### src/rtl/pipe_stage_buffer.sv
`default_nettype none
// ============================================================================
// Module      : pipe_stage_buffer
// Description : Two-entry pipeline skid buffer (main + skid) with registered
//               in_ready, synchronous flush and a saturating stall counter.
// Revision    : 1.0
// ============================================================================
module pipe_stage_buffer #(
    parameter int WIDTH = 16,
    parameter int CNT_W = 16
) (
    input  logic             clk,
    input  logic             reset_n,
    input  logic             in_valid,
    output logic             in_ready,
    input  logic [WIDTH-1:0] in_data,
    output logic             out_valid,
    input  logic             out_ready,
    output logic [WIDTH-1:0] out_data,
    input  logic             flush,
    output logic [CNT_W-1:0] stall_count
);

    typedef enum logic [1:0] {
        S_EMPTY = 2'd0,
        S_ONE   = 2'd1,
        S_TWO   = 2'd2
    } state_t;

    localparam logic [CNT_W-1:0] c_STALL_MAX = '1;

    state_t           r_state;
    state_t           w_state_nxt;
    logic [WIDTH-1:0] r_main;
    logic [WIDTH-1:0] r_skid;
    logic [WIDTH-1:0] w_main_nxt;
    logic [WIDTH-1:0] w_skid_nxt;
    logic             r_in_ready;
    logic [CNT_W-1:0] r_stall_count;
    logic             w_accept;
    logic             w_consume;
    logic             w_out_valid;
    logic             w_stall;

    assign w_out_valid = (r_state != S_EMPTY);
    assign w_accept    = in_valid & r_in_ready;
    assign w_consume   = w_out_valid & out_ready;
    assign w_stall     = w_out_valid & ~out_ready;

    always_comb begin
        w_state_nxt = r_state;
        w_main_nxt  = r_main;
        w_skid_nxt  = r_skid;
        case (r_state)
            S_EMPTY: begin
                if (w_accept) begin
                    w_main_nxt  = in_data;
                    w_state_nxt = S_ONE;
                end
            end
            S_ONE: begin
                if (w_accept && w_consume) begin
                    w_main_nxt  = in_data;
                end else if (w_accept) begin
                    w_skid_nxt  = in_data;
                    w_state_nxt = S_TWO;
                end else if (w_consume) begin
                    w_state_nxt = S_EMPTY;
                end
            end
            S_TWO: begin
                if (w_consume) begin
                    w_main_nxt  = r_skid;
                    w_state_nxt = S_ONE;
                end
            end
            default: begin
                w_state_nxt = S_EMPTY;
            end
        endcase
        // Flush wins over every transition; entry contents become don't-care.
        if (flush) begin
            w_state_nxt = S_EMPTY;
        end
    end

    always_ff @(posedge clk or negedge reset_n) begin
        if (!reset_n) begin
            r_state       <= S_EMPTY;
            r_main        <= '0;
            r_skid        <= '0;
            r_in_ready    <= 1'b1;
            r_stall_count <= '0;
        end else begin
            r_state    <= w_state_nxt;
            r_main     <= w_main_nxt;
            r_skid     <= w_skid_nxt;
            // Registered ready: look ahead at the next state so out_ready never
            // reaches in_ready combinationally.
            r_in_ready <= (w_state_nxt != S_TWO);
            if (w_stall && (r_stall_count != c_STALL_MAX)) begin
                r_stall_count <= r_stall_count + CNT_W'(1);
            end
        end
    end

    assign in_ready    = r_in_ready;
    assign out_valid   = w_out_valid;
    assign out_data    = r_main;
    assign stall_count = r_stall_count;

endmodule
`default_nettype wire
### config.mk
export PLATFORM = sky130hd
export DESIGN_NAME = pipe_stage_buffer
export DESIGN_NICKNAME = d
export VERILOG_FILES = /design/src/rtl/pipe_stage_buffer.sv
export SDC_FILE = /design/constraint.sdc
export NUM_CORES = 1
export LEC_CHECK = 0
export ABC_AREA = 1
export BUFFER_PORTS_ARGS = -buffer_cell sky130_fd_sc_hd__clkbuf_2
export CAP_MARGIN = 10
export CELL_PAD_IN_SITES_DETAIL_PLACEMENT = 1
export CELL_PAD_IN_SITES_GLOBAL_PLACEMENT = 1
export CORE_ASPECT_RATIO = 0.7
export CORE_UTILIZATION = 44
export CTS_BUF_LIST = sky130_fd_sc_hd__clkbuf_2
export DETAILED_ROUTE_END_ITERATION = 10
export HOLD_SLACK_MARGIN = 0.15
export PLACE_DENSITY = 0.84
export SLEW_MARGIN = 30
export SYNTH_ARGS = -nofsm -noshare
export SYNTH_HDL_FRONTEND = slang
export SYNTH_SLANG_ARGS = --single-unit
### constraint.sdc
create_clock -name clk -period 4.2 [get_ports clk]
set_input_delay 0.84 -clock clk [delete_from_list [all_inputs] [get_ports clk]]
set_output_delay 0.84 -clock clk [all_outputs]
set_load 0.005 [all_outputs]
== Word-level counts from Yosys, hierarchy flattened ==
Cells that the tools add are included.

* Shift operators: 0
* Divide/modulo/power cells: 0
* $add $sub $neg: 1
* Order comparisons: 0
* Reductions and logical operators: 7
* Multiplexer cells: 11
* Multipliers: 0
* Bitwise gates (word level): 5
* Equality and inequality tests: 7

{| class="wikitable"
|+ Operators by type and width
! kind !! count
|-
| $mux W16 || 3
|-
| $pmux W16 S3 || 1
|-
| $add A16 B1 Y16 const B || 1
|-
| $ne A16 B16 Y1 const B || 1
|-
| $mux W2 || 6
|-
| $ne A2 B2 Y1 const B || 4
|-
| $pmux W2 S3 || 1
|-
| $reduce_and A4 Y1 || 1
|-
| $and A1 B1 Y1 || 3
|-
| $reduce_and A3 Y1 || 1
|-
| $reduce_bool A3 Y1 || 1
|-
| $eq A2 B1 Y1 const B || 1
|-
| $eq A2 B2 Y1 const B || 1
|-
| $logic_and A1 B1 Y1 || 2
|-
| $logic_not A2 Y1 || 1
|-
| $not A1 Y1 || 2
|-
| $reduce_bool A2 Y1 || 1
|}

* Memory bits (writable): 0
* Flip-flop bits (word level): 51
* Bits in latches: 0
* Memories kept: 0
* Bits in read-only memories: 0

== Longest topological paths before layout ==
Gate-level depths: netlist (run 1).

* Word-level depth: 8
* Mapped depth: 11

== Least setup slack after synthesis (run 1) ==
OpenSTA, ideal clock, no wires.

* Kind: in2reg
* Start: in in_valid
* End: reg r_skid[10]
* Stages: 6
* Data arrival time: 1592 ps
* Required time: 4083 ps
* Setup slack: 2492 ps
* Buffers on the path: 1
* Path through: nand2_1 nor3_4 nand2_2 buf_2 nand2_1 nand2_1

* Word-level cells in the longest chain between the ends: 4

{| class="wikitable"
|+ Ends and longest elaborated chain
! what !! line !! source
|-
| start, declared || 14 || <nowiki>input logic in_valid,</nowiki>
|-
| $and A1 B1 Y1 * || 46 || <nowiki>assign w_accept = in_valid & r_in_ready;</nowiki>
|-
| $logic_and A1 B1 Y1 || 62 || <nowiki>if (w_accept && w_consume) begin</nowiki>
|-
| $not A1 Y1 (no source line) || - ||
|-
| $reduce_and A3 Y1 (no source line) * || - ||
|-
| end signal, assigned || 97 || <nowiki>r_skid <= w_skid_nxt;</nowiki>
|-
| end, declared || 35 || <nowiki>logic [WIDTH-1:0] r_skid;</nowiki>
|}

Mark *: on every way between the ends. The rest lies on a longest branch, timed or not.
A chain may end at the register's enable or synchronous reset.

== Final worst setup path (run 1) ==
* Start: reg r_state[1]
* End: out out_valid

* Word-level cells in the longest chain between the ends: 1

{| class="wikitable"
|+ Ends and longest elaborated chain
! what !! line !! source
|-
| start, declared || 32 || <nowiki>state_t r_state;</nowiki>
|-
| start signal, assigned || 95 || <nowiki>r_state <= w_state_nxt;</nowiki>
|-
| $reduce_bool A2 Y1 || 45 || <nowiki>assign w_out_valid = (r_state != S_EMPTY);</nowiki>
|-
| end, declared || 17 || <nowiki>output logic out_valid,</nowiki>
|}

Every way passes these cells.

==> results of run 1 <==
==> worst max-delay path: stages, from the launching register on <==
cell	delay, ns
dfrtp_1	0.95
nor2_1	0.17
inv_1	0.11
clkbuf_2	0.11
==> through the flow <==
stage	area (um^2)	util [%]	worst slack [ns]	total power, mW	std cells
after floorplan	2540	-	2.49	0.752	328
after global placement	2850	52.7	2.13	0.840	444
after detailed placement	2850	52.7	2.06	0.852	444
after CTS	2890	53.6	1.56	1.06	452
after global routing	2890	53.6	1.47	1.11	452
final	2890	53.6	1.58	1.04	452
==> sequential cells by signal (all words and copies together), names as in the netlist <==
| signal | count |
|---|---|
| in_ready | 1 |
| stall_count | 16 |
| r_state | 2 |
| out_data | 16 |
| r_skid | 16 |
==> report_power, final <==
group / internal [mW] / switching [mW]
registers: 0.570 / 0.0617
clock network: 0.0401 / 0.167
logic: 0.0863 / 0.120
==> cell usage in the layout (no fill, tap or decap), types with 2 or more instances in the layout <==
cell type / count
inv_1: 10
xnor2_1: 6
nand4_1: 5
nor2_4: 2
inv_2: 8
dfrtp_1: 50
nand2_1: 133
nand2_2: 3
a31oi_1: 17
o21ai_0: 3
nand3_1: 37
nor2_1: 33
buf_4: 2
clkbuf_2: 59
==> cell families after synthesis <==
logic type,Yosys count,share of synthesized area (%)
AND/OR/NAND/NOR,217,36.2
flip-flops,51,50.3
AO/OA/AOI/OAI,22,5.18
adder cells (fa/ha/maj),1,0.493
XOR/XNOR,7,2.42
buffers and inverters,30,5.33
==> worst min path at each step <==
stage          slack [ns]         endpoint  cells past startpoint        from
2_1_floorplan        0.44        r_skid[0]                      2   r_skid[0]
3_3_place_gp         0.46       r_skid[13]                      2  r_skid[13]
3_5_place_dp         0.46       r_skid[12]                      2  r_skid[12]
4_1_cts              0.46        r_skid[6]                      2     reset_n
5_1_grt              0.50  stall_count[13]                      2     reset_n
6_report             0.46     out_data[13]                      2     reset_n
==> final cells by class <==
class                   instances  area (um^2)  area share [%]
inverters                      18         67.6            2.34
well taps                      72         90.1            3.12
clock inverters                 3         20.0           0.693
flip-flops and latches         51         1280            44.2
clock buffers                   5         25.0           0.866
multi-input cells             247         1120            38.9
repair buffers                 56          285            9.87
==> per-layer routing <==
metal	global-route usage, %	wire length (um)
met2	36.4	2970
met3	3.94	239
met1	36.6	3370
met4	5.77	44
met5	0	0
==> impl_metrics.ini, run 1 <==
[layout]
syn2layout_area_growth_pct = 13.9
drive_gt1_share_pct = 21.1
final.fill_count = 717
fin_nets = 401
insertedDiodeCount = 0

[die]
coreArea_mm2 = 0.00540
io_pins = 55
std_cell_rows = 22
die_h_um = 65.5
start_util_pct = 47.0
die_area_mm2 = 0.00608
die_w_um = 92.8

[sta]
hold_viol = 0
timing.final.crit_share_pct = 62.3
tns_ns = 0
worst_hold_slack_ns = 0.458
max_slew_margin_pct = 44.2
worst_pin_slew_ns = 0.837
fmax_mhz = 382
fin_skew_ns = 0.0287
drv_slew = 0
setup_viol = 0
period_minus_slack_ns = 2.62
rsz0062_at_grt = false

[worst_setup_path]
critPathKind = flop to primary output
worstReg2RegStart = r_state[1]
end_kind = primary output
required_ns = 3.36
crit_end = out_valid
rr_endpoint = out_data[5]
critPathArrivalTime_ns = 1.78
r2r_slack_ns = 2.07
crit_path_max_fanout = 22
worstSetupStartpoint = r_state[1]
ff2ff_path_depth = 6
critPathLaunchType = flop

[worst_hold_path]
hp-class = input pin to async pin

[clock_network]
cts_root_buf = clkbuf_2
cts_resized = 0
htreeDepth = 2
cts.sinks = 51
cts_tree = yes
clkTransAtPathRegs_ns = 0.28
clock_latency_ns = 0.45
clockBufferDepth = 2
cts_made_buffers = 5
postCtsSetupBuffers = 0
holdBufCountCts = 0

[synth]
yosysTopAreaCell = dfrtp_1
synth_nets = 350
yosysUniqueCellTypes = 25
yosys_most_used_dff = dfrtp_1
async_flop_share_pct = 100
yosys-top-cells-count = nand2_1, dfrtp_1, nand3_1
ys_top_cells_by_area = dfrtp_1, nand2_1, nand3_1
syn_inst = 328
mappedNetlistArea_mm2 = 0.00254
synth_warnings = 0
synth_edf_count = 0
yosys_register_bits = 51
ys_seq_area_share_pct = 50.3
avgSynthCellArea_um2 = 7.74
synth.most_common_cell = nand2_1
synth_top_area_share_pct = 49.3

[grt]
grt_usage_pct = 24.3
grt_pass1_wl_um = 11300
grt_overflow_total = 0
grt_max_degree = 52
antenna_found_initial = 0
first_global_vias = 2247

[pwr]
powerDensity_mw_per_mm2 = 361
vdd_drop_max_uv = 240
p_leak_nw = 1.47

[detailed_routing]
vias_per_cell = 5.22
avgRoutedWirePerCell_um = 14.7
first_pass_iters = 4
vias = 2361
ant_nets = 0
drt_iter0_markers = 113
drt_drc_violations_left = 0
wirelength_um = 6630

[placed_design]
port_buffers = 54
place_congestion = 0.793
post-dp-hpwl_um = 4780

[run_status]
status = complete, no violations

[job]
maxCapViolations = 0
Note: power is estimated with default switching activity, not from simulation.
==> inputs of run 2 (changes only) <==
--- a/config.mk
+++ b/config.mk
@@ -11,11 +11,11 @@
 export CELL_PAD_IN_SITES_DETAIL_PLACEMENT = 1
 export CELL_PAD_IN_SITES_GLOBAL_PLACEMENT = 1
 export CORE_ASPECT_RATIO = 0.7
-export CORE_UTILIZATION = 44
+export CORE_UTILIZATION = 41
 export CTS_BUF_LIST = sky130_fd_sc_hd__clkbuf_2
 export DETAILED_ROUTE_END_ITERATION = 10
 export HOLD_SLACK_MARGIN = 0.15
-export PLACE_DENSITY = 0.84
+export PLACE_DENSITY = 0.78
 export SLEW_MARGIN = 30
 export SYNTH_ARGS = -nofsm -noshare
 export SYNTH_HDL_FRONTEND = slang
==> constraint.sdc (replaced) <==
create_clock -name clk -period 2.6 [get_ports clk]
set_input_delay 0.52 -clock clk [delete_from_list [all_inputs] [get_ports clk]]
set_output_delay 0.52 -clock clk [all_outputs]
set_load 0.005 [all_outputs]
==> run 2 against run 1 <==
Compared with the run above: global-route usage down 0.71 points; worst hold slack worse by 0.31 ns; cell area up 1.2%; sequential cell count unchanged; sequential power up 61%; core utilization down 3.5 points; critical path type unchanged; critical endpoint unchanged; largest cell class unchanged; highest routed layer unchanged.
==> impl_metrics.ini, run 2 (synthesis gave the netlist of run 1 again) <==
[sta]
tns_ns = 0
period_minus_slack_ns = 1.95
fmax_mhz = 512
max_slew_margin_pct = 53.1
setup_viol = 0
worst_pin_slew_ns = 0.703
drv_slew = 0
final.setup.worst_slack_ns = 0.648
hold_viol = 0
timing.final.crit_share_pct = 75.1
rsz0062_at_grt = false
fin_skew_ns = 0.0302

[die]
die_w_um = 96.0
start_util_pct = 43.4
std_cell_rows = 23
io_pins = 55
die_h_um = 67.8
coreArea_mm2 = 0.00584
die_area_mm2 = 0.00651

[detailed_routing]
drt_iter0_markers = 159
wirelength_um = 6880
vias = 2332
drt_drc_violations_left = 0
vias_per_cell = 5.11
first_pass_iters = 4
avgRoutedWirePerCell_um = 15.1
ant_nets = 0

[placed_design]
dp.cells = 448
place_congestion = 0.750
post-dp-hpwl_um = 4960
dpl_worst_slack_ns = 0.729
port_buffers = 54

[layout]
drive_gt1_share_pct = 21.5
final_common_cell = nand2_1
layout_common_cells = nand2_1, clkbuf_2, dfrtp_1, nand3_1, nor2_1
insertedDiodeCount = 0
finalNonFillerCells = 456
syn2layout_area_growth_pct = 15.2
fin_nets = 402

[job]
maxCapViolations = 0

[worst_hold_path]
hp-class = input pin to async pin

[clock_network]
cts_root_buf = clkbuf_2
clockBufferDepth = 2
cts_tree = yes
clock_latency_ns = 0.45
cts.sinks = 51
postCtsSetupBuffers = 0
cts_resized = 0
clkTransAtPathRegs_ns = 0.28
holdBufCountCts = 0
cts_made_buffers = 5
htreeDepth = 2

[pwr]
power_switching_uw = 563
power_mw = 1.79
switching_share_pct = 31.5
vdd_drop_max_uv = 289
powerDensity_mw_per_mm2 = 612
p_leak_nw = 1.49
p_seq_share_pct = 57.0
p_comb_share_pct = 18.9
p_clk_share_pct = 24.2
intPower_mw = 1.23

[worst_setup_path]
ff2ff_path_depth = 10
crit_path_max_fanout = 10
critPathLaunchType = flop
critPathKind = flop to primary output
critPathArrivalTime_ns = 1.43
required_ns = 2.08
end_kind = primary output

[grt]
first_global_vias = 2302
antenna_found_initial = 0
grt_overflow_total = 0
grt_usage_pct = 23.6
grt_pass1_wl_um = 11400
grt_max_degree = 52

[run_status]
status = complete, no violations
run 2: cell types whose count changed in the layout (fill, tap and decap cells not counted):
cell       before  now
bufinv_16       0    1
clkbuf_2       59   60
clkinv_4        1    0
buf_4           2    3
clkinv_1        1    0
run 2: per-stage QoR:
stage / area, um^2 / hold WS (ns) / util (%)
floorplan: 2540 / 0.224 / -
global placement: 2860 / 0.454 / 48.9
detailed placement: 2860 / 0.459 / 48.9
CTS: 2920 / 0.157 / 50.1
global route: 2920 / 0.153 / 50.1
finish: 2920 / 0.145 / 50.1
run 2: path summary, 6_finish.rpt:
kind,start,slack (ns),end
setup / recovery,r_state[1],0.65,out_valid
hold / removal,reset_n,0.15,out_data[14]
setup reg to reg,stall_count[0],0.78,stall_count[4]
hold reg to reg,r_skid[12],0.51,r_skid[12]
max in group asynchronous,reset_n,2.00,stall_count[4]
min in group clk,flush,0.22,r_state[0]
run 2: power by group through the flow:
stage               Clock (mW)  Combinational, mW  Sequential (mW)
detailed placement           0              0.347             1.04
CTS                      0.443              0.348             1.02
global route             0.473              0.399             1.04
global placement             0              0.333             1.03
floorplan                    0              0.195             1.02
finish                   0.433              0.337             1.02
run 2: per-layer routing:
metal | track usage (%) | part of all wire [%]
met5 | 0 | 0
met4 | 6.16 | 0.73
met3 | 4.33 | 4.9
met2 | 37.4 | 45
met1 | 33.3 | 49
run 2: layout make-up:
type / instances / area [um^2]
Sequential cell: 51 / 1280
Tap cell: 75 / 93.8
Multi-Input combinational cell: 247 / 1120
Fill cell: 793 / 2920
Inverter: 18 / 67.6
Clock inverter: 2 / 37.5
Clock buffer: 6 / 30.0
Timing Repair Buffer: 57 / 293
run 2: critical path: stages (launching register included):
cell	delay [ns]
dfrtp_1	0.58
nor2_1	0.22
inv_1	0.08
clkbuf_2	0.11
==> inputs of run 3 (changes only) <==
--- a/config.mk
+++ b/config.mk
@@ -5,17 +5,17 @@
 export SDC_FILE = /design/constraint.sdc
 export NUM_CORES = 1
 export LEC_CHECK = 0
-export ABC_AREA = 1
+export ABC_AREA = 0
 export BUFFER_PORTS_ARGS = -buffer_cell sky130_fd_sc_hd__clkbuf_2
 export CAP_MARGIN = 10
 export CELL_PAD_IN_SITES_DETAIL_PLACEMENT = 1
 export CELL_PAD_IN_SITES_GLOBAL_PLACEMENT = 1
 export CORE_ASPECT_RATIO = 0.7
-export CORE_UTILIZATION = 41
+export CORE_UTILIZATION = 43
 export CTS_BUF_LIST = sky130_fd_sc_hd__clkbuf_2
 export DETAILED_ROUTE_END_ITERATION = 10
 export HOLD_SLACK_MARGIN = 0.15
-export PLACE_DENSITY = 0.78
+export PLACE_DENSITY = 0.77
 export SLEW_MARGIN = 30
 export SYNTH_ARGS = -nofsm -noshare
 export SYNTH_HDL_FRONTEND = slang
==> constraint.sdc (replaced) <==
create_clock -name clk -period 2 [get_ports clk]
set_input_delay 0.4 -clock clk [delete_from_list [all_inputs] [get_ports clk]]
set_output_delay 0.4 -clock clk [all_outputs]
set_load 0.005 [all_outputs]
==> run 3 against run 2 <==
Compared with the run above: critical path depth rose by 2; via count fell by 22%; worst setup slack got worse by 0.51 ns; first-iteration DRC count fell by 36%; register-to-register slack got worse by 0.65 ns; total power rose by 30%; area after synthesis fell by 6.8%; sequential cell count did not move; non-clock buffer count rose by 16; critical path type is now flop to flop.
==> impl_metrics.ini, run 3 <==
[run_status]
status = complete, no violations

[clock_network]
clock_latency_ns = 0.43
cts_root_buf = clkbuf_2
htreeDepth = 2
cts.sinks = 51
clkTransAtPathRegs_ns = 0.25
cts_made_buffers = 5
cts_resized = 0
clockBufferDepth = 2
cts_tree = yes

[sta]
timing.final.crit_share_pct = 93.3
fmax_mhz = 536
max_slew_margin_pct = 68.1
tns_ns = 0
period_minus_slack_ns = 1.87
setup_viol = 0
hold_viol = 0
drv_slew = 0
worst_pin_slew_ns = 0.477
worst_hold_slack_ns = 0.191
rsz0062_at_grt = false
fin_skew_ns = 0.0172

[layout]
syn2layout_area_growth_pct = 23.4
fin_nets = 294
insertedDiodeCount = 0
layout_common_cells = clkbuf_2, dfrtp_1, a21oi_1, nor2_1
final_util_pct = 55.5
drive_gt1_share_pct = 36.6
design_area_mm2 = 0.00292
finalNonFillerCells = 345
final_common_cell = clkbuf_2

[pwr]
power_switching_uw = 718
p_leak_nw = 1.34
intPower_mw = 1.60
p_clk_share_pct = 17.7
vdd_drop_max_uv = 530
p_comb_share_pct = 22.6
switching_share_pct = 30.9
p_seq_share_pct = 59.7
powerDensity_mw_per_mm2 = 795

[grt]
first_global_vias = 1850
grt_usage_pct = 20.2
antenna_found_initial = 0
grt_max_degree = 52
grt_pass1_wl_um = 8970
grt_overflow_total = 0

[synth]
synth_nets = 222
yosys-top-cells-count = dfrtp_1, a21oi_1, nor2_1
synth.most_common_cell = dfrtp_1
yosys_register_bits = 51
yosys_most_used_dff = dfrtp_1
ys_seq_area_share_pct = 54.0
async_flop_share_pct = 100
ys_top_cells_by_area = dfrtp_1, mux2_2, mux2i_1
yosysTopAreaCell = dfrtp_1
avgSynthCellArea_um2 = 11.8
synth_top_area_share_pct = 52.9
syn_inst = 200
synth_warnings = 0
yosysUniqueCellTypes = 41
mappedNetlistArea_mm2 = 0.00236
synth_edf_count = 0

[job]
maxCapViolations = 0

[die]
io_pins = 55
coreArea_mm2 = 0.00526
start_util_pct = 45.0
die_w_um = 90.6
die_area_mm2 = 0.00580
std_cell_rows = 22
die_h_um = 64.0

[worst_hold_path]
hp-class = input pin to flop

[placed_design]
dp.cells = 328
post-dp-hpwl_um = 3770
placed_area_mm2 = 0.00279
port_buffers = 54
place_congestion = 0.815

[worst_setup_path]
critical_path.cell_chain = ha_1 -> nand3_1 -> nor3_4 -> a21oi_1 -> mux2_2
required_ns = 2.34
crit_path_max_fanout = 6
end_kind = flop
critPathLaunchType = flop
crit_path_max_incr_delay_ns = 0.50
cp_slowest_cell = dfrtp_1
critPathArrivalTime_ns = 2.21
critPathKind = flop to flop

[detailed_routing]
avgRoutedWirePerCell_um = 15.4
drt_iter0_markers = 101
vias = 1810
ant_nets = 0
first_pass_iters = 4
vias_per_cell = 5.25
wirelength_um = 5310
drt_drc_violations_left = 0
==> run 3: timing repair <==
action | 4_1_cts | 5_1_grt
buffers inserted | 0 | 1
hold endpoints to repair | 51 | 6
hold buffers | 2 | 6
setup endpoints to repair | 0 | 1
==> run 3: area by class of cell <==
| class | instances | area, um^2 |
|---|---|---|
| inverter | 3 | 11.3 |
| tap | 72 | 90.1 |
| clock inverter | 2 | 12.5 |
| clock buffer | 6 | 30.0 |
| timing repair buffer | 73 | 458 |
| fill | 600 | 2340 |
| multi-input combinational | 138 | 1040 |
| sequential | 51 | 1280 |
==> run 3: stage by stage <==
stage / setup slack (ns) / total power [mW]
3_3_place_gp: 0.279 / 1.89
6_report: 0.134 / 2.32
3_5_place_dp: 0.130 / 1.93
4_1_cts: 0.0964 / 2.35
2_1_floorplan: 0.335 / 1.66
5_1_grt: 0.0329 / 2.49
==> run 3: worst paths after layout <==
path                                 from             end  slack (ns)  depth (start not counted)
min reg2reg                     r_skid[4]       r_skid[4]        0.54                          1
min in group asynchronous         reset_n    out_data[14]        0.45                          3
max in group asynchronous         reset_n        in_ready        1.24                          3
max reg2reg                stall_count[0]  stall_count[1]        0.13                          5
min                           in_data[11]      r_skid[11]        0.19                          2
max                        stall_count[0]  stall_count[1]        0.13                          5
==> run 3: layer usage <==
metal | vias up | routed length (um) | track usage [%]
met4 | 0 | 78 | 7.26
met5 | - | 0 | 0
met2 | 32 | 2640 | 33.0
met3 | 8 | 157 | 4.05
li1 | 863 | - | -
met1 | 907 | 2440 | 26.9
==> run 3: kinds of logic after synthesis <==
logic type,Yosys count,share of synthesized area (%)
AND/OR/NAND/NOR,57,13.8
flip-flops,51,54.0
multiplexers,36,16.2
AO/OA/AOI/OAI,34,9.26
buffers and inverters,11,2.54
XOR/XNOR,10,3.70
adder cells (fa/ha/maj),1,0.529
==> run 3: critical path: cells and delay by family, from the launching register on <==
kind	cells	cell delay, ns
DFF	1	0.50
muxes	1	0.31
adders and majority gates	1	0.22
and+or+nand+nor	2	0.59
AOI/OAI and AO/OA	1	0.17
==> run 3: power groups by stage <==
stage / Sequential, mW / Clock [mW] / Combinational, mW
6_report: 1.39 / 0.410 / 0.525
2_1_floorplan: 1.39 / 0 / 0.276
3_3_place_gp: 1.39 / 0 / 0.502
4_1_cts: 1.39 / 0.437 / 0.529
3_5_place_dp: 1.41 / 0 / 0.521
5_1_grt: 1.42 / 0.483 / 0.591
